**src/rtl/game_pkg.sv**
```systemverilog
// game_pkg: shared definitions for the turn sequencer slice.
//   - ball count and cue-ball index
//   - turn state encoding
//   - winner encoding and small score helpers
package game_pkg;

  localparam int NUMBER_OF_BALLS = 11;
  localparam int CUE_BALL        = 0;

  localparam logic [3:0] SCORE_MAX = 4'd10;

  typedef enum logic [2:0] {
    S_AIM,
    S_ROLL,
    S_RESOLVE,
    S_RESPOT,
    S_OVER
  } turnState_t;

  localparam logic [1:0] WIN_NONE = 2'b00;
  localparam logic [1:0] WIN_P0   = 2'b01;
  localparam logic [1:0] WIN_P1   = 2'b10;
  localparam logic [1:0] WIN_TIE  = 2'b11;

  // Score add that clamps at the number of object balls.
  function automatic logic [3:0] satAdd(input logic [3:0] a, input logic [3:0] b);
    logic [4:0] s;
    s = {1'b0, a} + {1'b0, b};
    return (s > {1'b0, SCORE_MAX}) ? SCORE_MAX : s[3:0];
  endfunction

  function automatic logic [1:0] winnerOf(input logic [3:0] s0, input logic [3:0] s1);
    if (s0 > s1)      return WIN_P0;
    else if (s1 > s0) return WIN_P1;
    else              return WIN_TIE;
  endfunction

endpackage

```
**src/rtl/still_detector.sv**
```systemverilog
// still_detector: frame counters that decide when a rolling shot is over.
//   clk, resetN     clock / async active-low reset
//   clear           hold counters at zero (outside the rolling phase)
//   startOfFrame    one-cycle frame tick
//   no_moving_flag  all ball velocities are zero
//   settled         pulse: SETTLE_FRAMES consecutive still frames seen
//   timeout         pulse: MAX_ROLL_FRAMES frames rolled without settling
// Both pulses are combinational in the frame-tick cycle so the owner can
// register its state change on that same edge. Settle has priority.
module still_detector #(
  parameter int SETTLE_FRAMES   = 4,
  parameter int MAX_ROLL_FRAMES = 1800
) (
  input  logic clk,
  input  logic resetN,
  input  logic clear,
  input  logic startOfFrame,
  input  logic no_moving_flag,
  output logic settled,
  output logic timeout
);

  localparam int SW = $clog2(SETTLE_FRAMES + 1);
  localparam int RW = $clog2(MAX_ROLL_FRAMES + 1);

  logic [SW-1:0] stillCnt, stillNext;
  logic [RW-1:0] rollCnt,  rollNext;

  always_comb begin
    stillNext = no_moving_flag ? stillCnt + SW'(1) : '0;
    rollNext  = rollCnt + RW'(1);
    settled   = startOfFrame && !clear && (stillNext == SW'(SETTLE_FRAMES));
    timeout   = startOfFrame && !clear && !settled && (rollNext == RW'(MAX_ROLL_FRAMES));
  end

  always_ff @(posedge clk or negedge resetN) begin
    if (!resetN) begin
      stillCnt <= '0;
      rollCnt  <= '0;
    end else if (clear) begin
      stillCnt <= '0;
      rollCnt  <= '0;
    end else if (startOfFrame) begin
      stillCnt <= stillNext;
      rollCnt  <= rollNext;
    end
  end

endmodule

```
**src/rtl/turn_sequencer.sv**
```systemverilog
// turn_sequencer: game-level shot/turn controller.
// Gates cue input, accumulates per-shot contact/pot events while balls roll,
// waits for the table to settle (or forces a stop), applies scoring and foul
// rules, passes the turn and detects the end of the game.
//   clk, resetN            clock / async active-low reset
//   startOfFrame           frame tick
//   shot_fire              cue strike request (taken only while aiming)
//   no_moving_flag         all balls still
//   collisions/ball_scored per-ball pulses from the hit datapath
//   respot_done            cue ball placed back
//   new_game               synchronous restart, any state
//   shot_enable, stop_all, cue_respawn, current_player, score0/1,
//   pocketed, foul, game_over, winner: all registered
// Optional build macro TURN_TIMEOUT_EN: aim time limit that fouls the
// player and passes the turn after AIM_TIMEOUT_FRAMES frames.
module turn_sequencer #(
  parameter int NUMBER_OF_BALLS    = 11,
  parameter int SETTLE_FRAMES      = 4,
  parameter int MAX_ROLL_FRAMES    = 1800,
  parameter int AIM_TIMEOUT_FRAMES = 600
) (
  input  logic                       clk,
  input  logic                       resetN,
  input  logic                       startOfFrame,
  input  logic                       shot_fire,
  input  logic                       no_moving_flag,
  input  logic [NUMBER_OF_BALLS-1:0] collisions,
  input  logic [NUMBER_OF_BALLS-1:0] ball_scored,
  input  logic                       respot_done,
  input  logic                       new_game,
  output logic                       shot_enable,
  output logic                       stop_all,
  output logic                       cue_respawn,
  output logic                       current_player,
  output logic [3:0]                 score0,
  output logic [3:0]                 score1,
  output logic [NUMBER_OF_BALLS-1:0] pocketed,
  output logic                       foul,
  output logic                       game_over,
  output logic [1:0]                 winner
);

  import game_pkg::*;

  localparam int NB = NUMBER_OF_BALLS;
  // Object balls only; the cue ball never counts as pocketed.
  localparam logic [NB-1:0] OBJ_MASK = ~(NB'(1) << CUE_BALL);

  turnState_t     state;
  logic           cueContact, cuePotted;
  logic [3:0]     pottedCnt;
  logic [NB-1:0]  newPots;
  logic [3:0]     newPotCnt;
  logic           settled, rollTimeout, detClear;
  logic           foulNow, passTurn, allPocketed;
  logic [3:0]     nextScore0, nextScore1;

`ifdef TURN_TIMEOUT_EN
  localparam int AW = $clog2(AIM_TIMEOUT_FRAMES + 1);
  logic [AW-1:0] aimCnt;
`endif

  assign detClear = new_game || (state != S_ROLL);

  still_detector #(
    .SETTLE_FRAMES  (SETTLE_FRAMES),
    .MAX_ROLL_FRAMES(MAX_ROLL_FRAMES)
  ) uStill (
    .clk           (clk),
    .resetN        (resetN),
    .clear         (detClear),
    .startOfFrame  (startOfFrame),
    .no_moving_flag(no_moving_flag),
    .settled       (settled),
    .timeout       (rollTimeout)
  );

  // Only first-time pots count; a re-pulse of a pocketed ball is masked here.
  always_comb begin
    newPots   = ball_scored & ~pocketed & OBJ_MASK;
    newPotCnt = '0;
    for (int i = 0; i < NB; i++) newPotCnt = newPotCnt + 4'(newPots[i]);
  end

  always_comb begin
    foulNow     = cuePotted | ~cueContact;
    passTurn    = foulNow | (pottedCnt == 4'd0);
    allPocketed = &(pocketed | ~OBJ_MASK);
    nextScore0  = current_player ? score0 : satAdd(score0, pottedCnt);
    nextScore1  = current_player ? satAdd(score1, pottedCnt) : score1;
  end

  always_ff @(posedge clk or negedge resetN) begin
    if (!resetN) begin
      state          <= S_AIM;
      cueContact     <= 1'b0;
      cuePotted      <= 1'b0;
      pottedCnt      <= '0;
      shot_enable    <= 1'b0;
      stop_all       <= 1'b0;
      cue_respawn    <= 1'b0;
      current_player <= 1'b0;
      score0         <= '0;
      score1         <= '0;
      pocketed       <= '0;
      foul           <= 1'b0;
      game_over      <= 1'b0;
      winner         <= WIN_NONE;
`ifdef TURN_TIMEOUT_EN
      aimCnt         <= '0;
`endif
    end else if (new_game) begin
      // Restart wins over everything, including a coincident shot_fire.
      state          <= S_AIM;
      cueContact     <= 1'b0;
      cuePotted      <= 1'b0;
      pottedCnt      <= '0;
      shot_enable    <= 1'b0;
      stop_all       <= 1'b0;
      cue_respawn    <= 1'b0;
      current_player <= 1'b0;
      score0         <= '0;
      score1         <= '0;
      pocketed       <= '0;
      foul           <= 1'b0;
      game_over      <= 1'b0;
      winner         <= WIN_NONE;
`ifdef TURN_TIMEOUT_EN
      aimCnt         <= '0;
`endif
    end else begin
      stop_all <= 1'b0;
      case (state)
        S_AIM: begin
          cueContact <= 1'b0;
          cuePotted  <= 1'b0;
          pottedCnt  <= '0;
          if (shot_fire) begin
            state       <= S_ROLL;
            shot_enable <= 1'b0;
`ifdef TURN_TIMEOUT_EN
            aimCnt      <= '0;
`endif
          end else begin
            shot_enable <= 1'b1;
`ifdef TURN_TIMEOUT_EN
            if (startOfFrame) begin
              if (aimCnt + AW'(1) == AW'(AIM_TIMEOUT_FRAMES)) begin
                aimCnt         <= '0;
                foul           <= 1'b1;
                current_player <= ~current_player;
              end else begin
                aimCnt <= aimCnt + AW'(1);
              end
            end
`endif
          end
        end

        S_ROLL: begin
          if (collisions[CUE_BALL])  cueContact <= 1'b1;
          if (ball_scored[CUE_BALL]) cuePotted  <= 1'b1;
          pocketed  <= pocketed | newPots;
          pottedCnt <= pottedCnt + newPotCnt;
          if (settled) begin
            state <= S_RESOLVE;
          end else if (rollTimeout) begin
            stop_all <= 1'b1;
            state    <= S_RESOLVE;
          end
        end

        S_RESOLVE: begin
          foul           <= foulNow;
          score0         <= nextScore0;
          score1         <= nextScore1;
          current_player <= current_player ^ passTurn;
          if (allPocketed) begin
            state     <= S_OVER;
            game_over <= 1'b1;
            winner    <= winnerOf(nextScore0, nextScore1);
          end else if (cuePotted) begin
            state       <= S_RESPOT;
            cue_respawn <= 1'b1;
          end else begin
            state       <= S_AIM;
            shot_enable <= 1'b1;
          end
        end

        S_RESPOT: begin
          if (respot_done) begin
            cue_respawn <= 1'b0;
            shot_enable <= 1'b1;
            state       <= S_AIM;
          end
        end

        S_OVER: begin
          // Held until new_game or reset.
        end

        default: state <= S_AIM;
      endcase
    end
  end

endmodule
```
**config.mk**
```make
export PLATFORM = sky130hd
export DESIGN_NAME = turn_sequencer
export DESIGN_NICKNAME = d
export VERILOG_FILES = /design/src/rtl/game_pkg.sv /design/src/rtl/still_detector.sv /design/src/rtl/turn_sequencer.sv
export SDC_FILE = /design/constraint.sdc
export NUM_CORES = 1
export LEC_CHECK = 0
export BUFFER_PORTS_ARGS = -buffer_cell sky130_fd_sc_hd__buf_2
export CAP_MARGIN = 20
export CORE_MARGIN = 10
export CORE_UTILIZATION = 40
export CTS_CLUSTER_DIAMETER = 40
export CTS_CLUSTER_SIZE = 20
export DETAILED_ROUTE_END_ITERATION = 7
export GPL_TIMING_DRIVEN = 0
export PLACE_DENSITY_LB_ADDON = 0.25
export SLEW_MARGIN = 10
export SYNTH_ARGS = -nofsm -noshare
export SYNTH_HDL_FRONTEND = slang
export SYNTH_HIERARCHICAL = 1
export SYNTH_SLANG_ARGS = --single-unit
```
**constraint.sdc**
```tcl
create_clock -name clk -period 3.7 [get_ports clk]
set_input_delay 0.555 -clock clk [delete_from_list [all_inputs] [get_ports clk]]
set_output_delay 0.555 -clock clk [all_outputs]
set_load 0.02 [all_outputs]
```
==> flow_summary_export.csv <==
group,metric,value,unit
floorplanning,std_cell_rows,32,
floorplanning,io_pins,56,
clock_network,numClockSinks,49,
sta,fin_crit,3390,ps
clock_network,clockRootBuffer,"clkbuf_8",
detailed_routing,drc,0,
place,place.gp.congestion,0.862,
layout,layout_commonest_cell,"dfrtp_1",
run,drv_cap,0,
yosys,synth.area.top_cells,"dfrtp_1, ha_1, fa_1",
worst_setup_path,end_kind,"flip-flop",
yosys,synth_edf_count,0,
worst_setup_path,required,3920,ps
floorplanning,die_w,110,um
layout,drive_above_1_share,17.5,%
worst_setup_path,critPathMaxFanout,5,
global_route,antenna_found_initial,0,
place,place_hpwl,6080,um
sta,rsz0062_at_grt,"false",
floorplanning,die_y,110,um
clock_network,cts_buffers,5,
sta,final.period_utilization,91.6,%
yosys,ys_seq_elements,49,
detailed_routing,drt_iter0_markers,125,
sta,final.setup_skew,13.0,ps
sta,setup_tns,0,ps
layout,n_antenna_cell,0,
sta,finalHoldViolCount,0,
clock_network,path_clk_slew,90,ps
clock_network,cts_tree,"built",
yosys,yosysTopAreaCellShare,37.5,%
sta,max_freq,0.295,GHz
global_route,grt_pass1_vias,2586,
global_route,grt_start_max_net_pins,29,
power,peakVddDrop,0.000162,V
worst_setup_path,critPathArrivalTime,3600,ps
yosys,syn_nets,400,
sta,worst_slew_pin_slew,703,ps
place,portBuffers,43,
detailed_routing,vias,2707,
yosys,ys_types,62,
yosys,synthArstFlopShare,100,%
floorplanning,start_util,41.6,%
layout,final_nets,451,
floorplanning,core_area,7850,um^2
layout,mostFrequentLayoutCells,"dfrtp_1, buf_2, nor2_1",
global_route,track_usage,13.0,%
clock_network,cts_resized,0,
power,leakage,1.80,nW
power,power.density,376,nW/um^2
yosys,synth_area,3270,um^2
detailed_routing,drtAntennaViolNets,0,
hold_path,hold_class,"primary input to asynchronous set/reset pin",
sta,drv_slew,0,
sta,slew_headroom,53.0,%
detailed_routing,wl_per_cell,15.7,um
detailed_routing,wl,7780,um
worst_setup_path,worstSetupStartpointType,"flip-flop",
yosys,ys.flop_type,"dfrtp_1",
detailed_routing,viasPerCell,5.45,
layout,area_growth,13.7,%
global_route,overflow,0,
detailed_routing,first_pass_iters,5,
sta,timing.hold.ws,224,ps
yosys,ys.warnings.count,6,
worst_setup_path,criticalPathCategory,"flip-flop to flip-flop",
yosys,netlist_instances,343,
clock_network,post-cts-setup-buffers,0,
sta,setup_violations,0,
global_route,grt_pass1_wl,12900,um
yosys,syn_avg_cell_area,9.52,um^2
floorplanning,dieArea,12200,um^2
status,status,"completed",
yosys,synth_top_area_cell,"dfrtp_1",
clock_network,cts_max_level,2,
clock_network,worstSkewPairLatency,300,ps
yosys,ys_seq_area_share,37.5,%
clock_network,holdBufCountCts,0,
clock_network,cts_buffer_depth,2,
-- path summary, 6_finish.rpt --
path                            cells past startpoint  slack [ps]    startpoint            endpoint
min in group clk                                    2         470     shot_fire         shot_enable
max in group asynchronous                           2        2920        resetN           score0[3]
worst max-delay path                                8         310  pottedCnt[0]        pottedCnt[2]
worst min register to register                      2         530     game_over           game_over
worst max register to register                      8         310  pottedCnt[0]        pottedCnt[2]
worst min-delay path                                1         220        resetN  uStill/stillCnt[2]
-- through the flow --
step                      instances  setup slack [ps]  cell area [um^2]  total power [mW]  utilization, %
after floorplan                 343               265              3270             0.959               -
after global placement          488              64.6              3610              1.07            46.0
after detailed placement        489              21.0              3630              1.10            46.3
after CTS                       497               300              3720              1.42            47.4
after global routing            497               125              3720              1.50            47.4
final                           497               312              3720              1.40            47.4
-- cell type report --
cell class	instances	area, um^2
Buffer	18	81.3
Clock buffer	5	68.8
Clock inverter	3	17.5
Fill cell	786	4130
Inverter	13	48.8
Multi-Input combinational cell	263	1910
Sequential cell	49	1230
Tap cell	102	128
Timing Repair Buffer	44	235
-- where the power goes --
group	total (mW)	switching [mW]	leakage (nW)	internal [mW]
sequential	0.605	0.0442	0.673	0.561
combinational	0.482	0.274	1.08	0.207
clock	0.310	0.180	0.0439	0.131
-- layer usage --
metal | vias to the layer above | track usage (%) | wire length [um]
met5 | - | 0 | 0
li1 | 1336 | - | -
met4 | 0 | 3.39 | 93
met1 | 1296 | 18.4 | 3830
met2 | 67 | 19.4 | 3450
met3 | 8 | 3.02 | 409
-- kinds of logic (layout without fill, tap and decap cells) --
family	count (synthesis)	count (layout)	share of synthesized area [%]
flip-flops	49	49	37.5
adder cells (fa/ha/maj)	28	28	12.8
XOR/XNOR	17	17	4.56
multiplexers	5	5	1.57
buffers and inverters	31	83	3.98
AND/OR/NAND/NOR	129	129	21.9
AO/OA/AOI/OAI	83	83	17.5
other	1	1	0.115
-- cell usage after synthesis, types with 3 or more instances --
| library cell | count |
|---|---|
| a41oi_1 | 3 |
| buf_2 | 5 |
| nor2b_1 | 9 |
| nor2_1 | 42 |
| and4_1 | 3 |
| nand2b_1 | 9 |
| a32o_1 | 5 |
| ha_1 | 19 |
| mux2i_1 | 4 |
| a21o_1 | 4 |
| dfrtp_1 | 49 |
| xnor2_1 | 4 |
| and2_1 | 5 |
| nor3b_1 | 3 |
| a31oi_1 | 4 |
| nor3_1 | 7 |
| o21ai_0 | 14 |
| fa_1 | 9 |
| a211oi_1 | 4 |
| inv_1 | 12 |
| xor2_1 | 13 |
| or3_1 | 3 |
| nand4b_1 | 5 |
| nand4_1 | 7 |
| a21oi_1 | 28 |
| nand3_1 | 7 |
| nand2_1 | 13 |
| clkbuf_1 | 10 |
-- critical path, cell delays in order (launching register included) --
cell and delay, ps:
dfrtp_1 480, fa_1 560, inv_1 60, fa_1 500, fa_1 520, fa_1 490, fa_1 390, xor2_1 170
o21ai_0 140
-- registers in the layout, summed over array words and instances, names as in the netlist --
register / flops
pottedCnt: 4
pocketed: 10
state: 3
winner: 2
stop_all: 1
score1: 4
score0: 4
uStill/stillCnt: 3
uStill/rollCnt: 11
cue_respawn: 1
shot_enable: 1
game_over: 1
current_player: 1
cueContact: 1
foul: 1
cuePotted: 1
(Power assumes the default switching activity.)
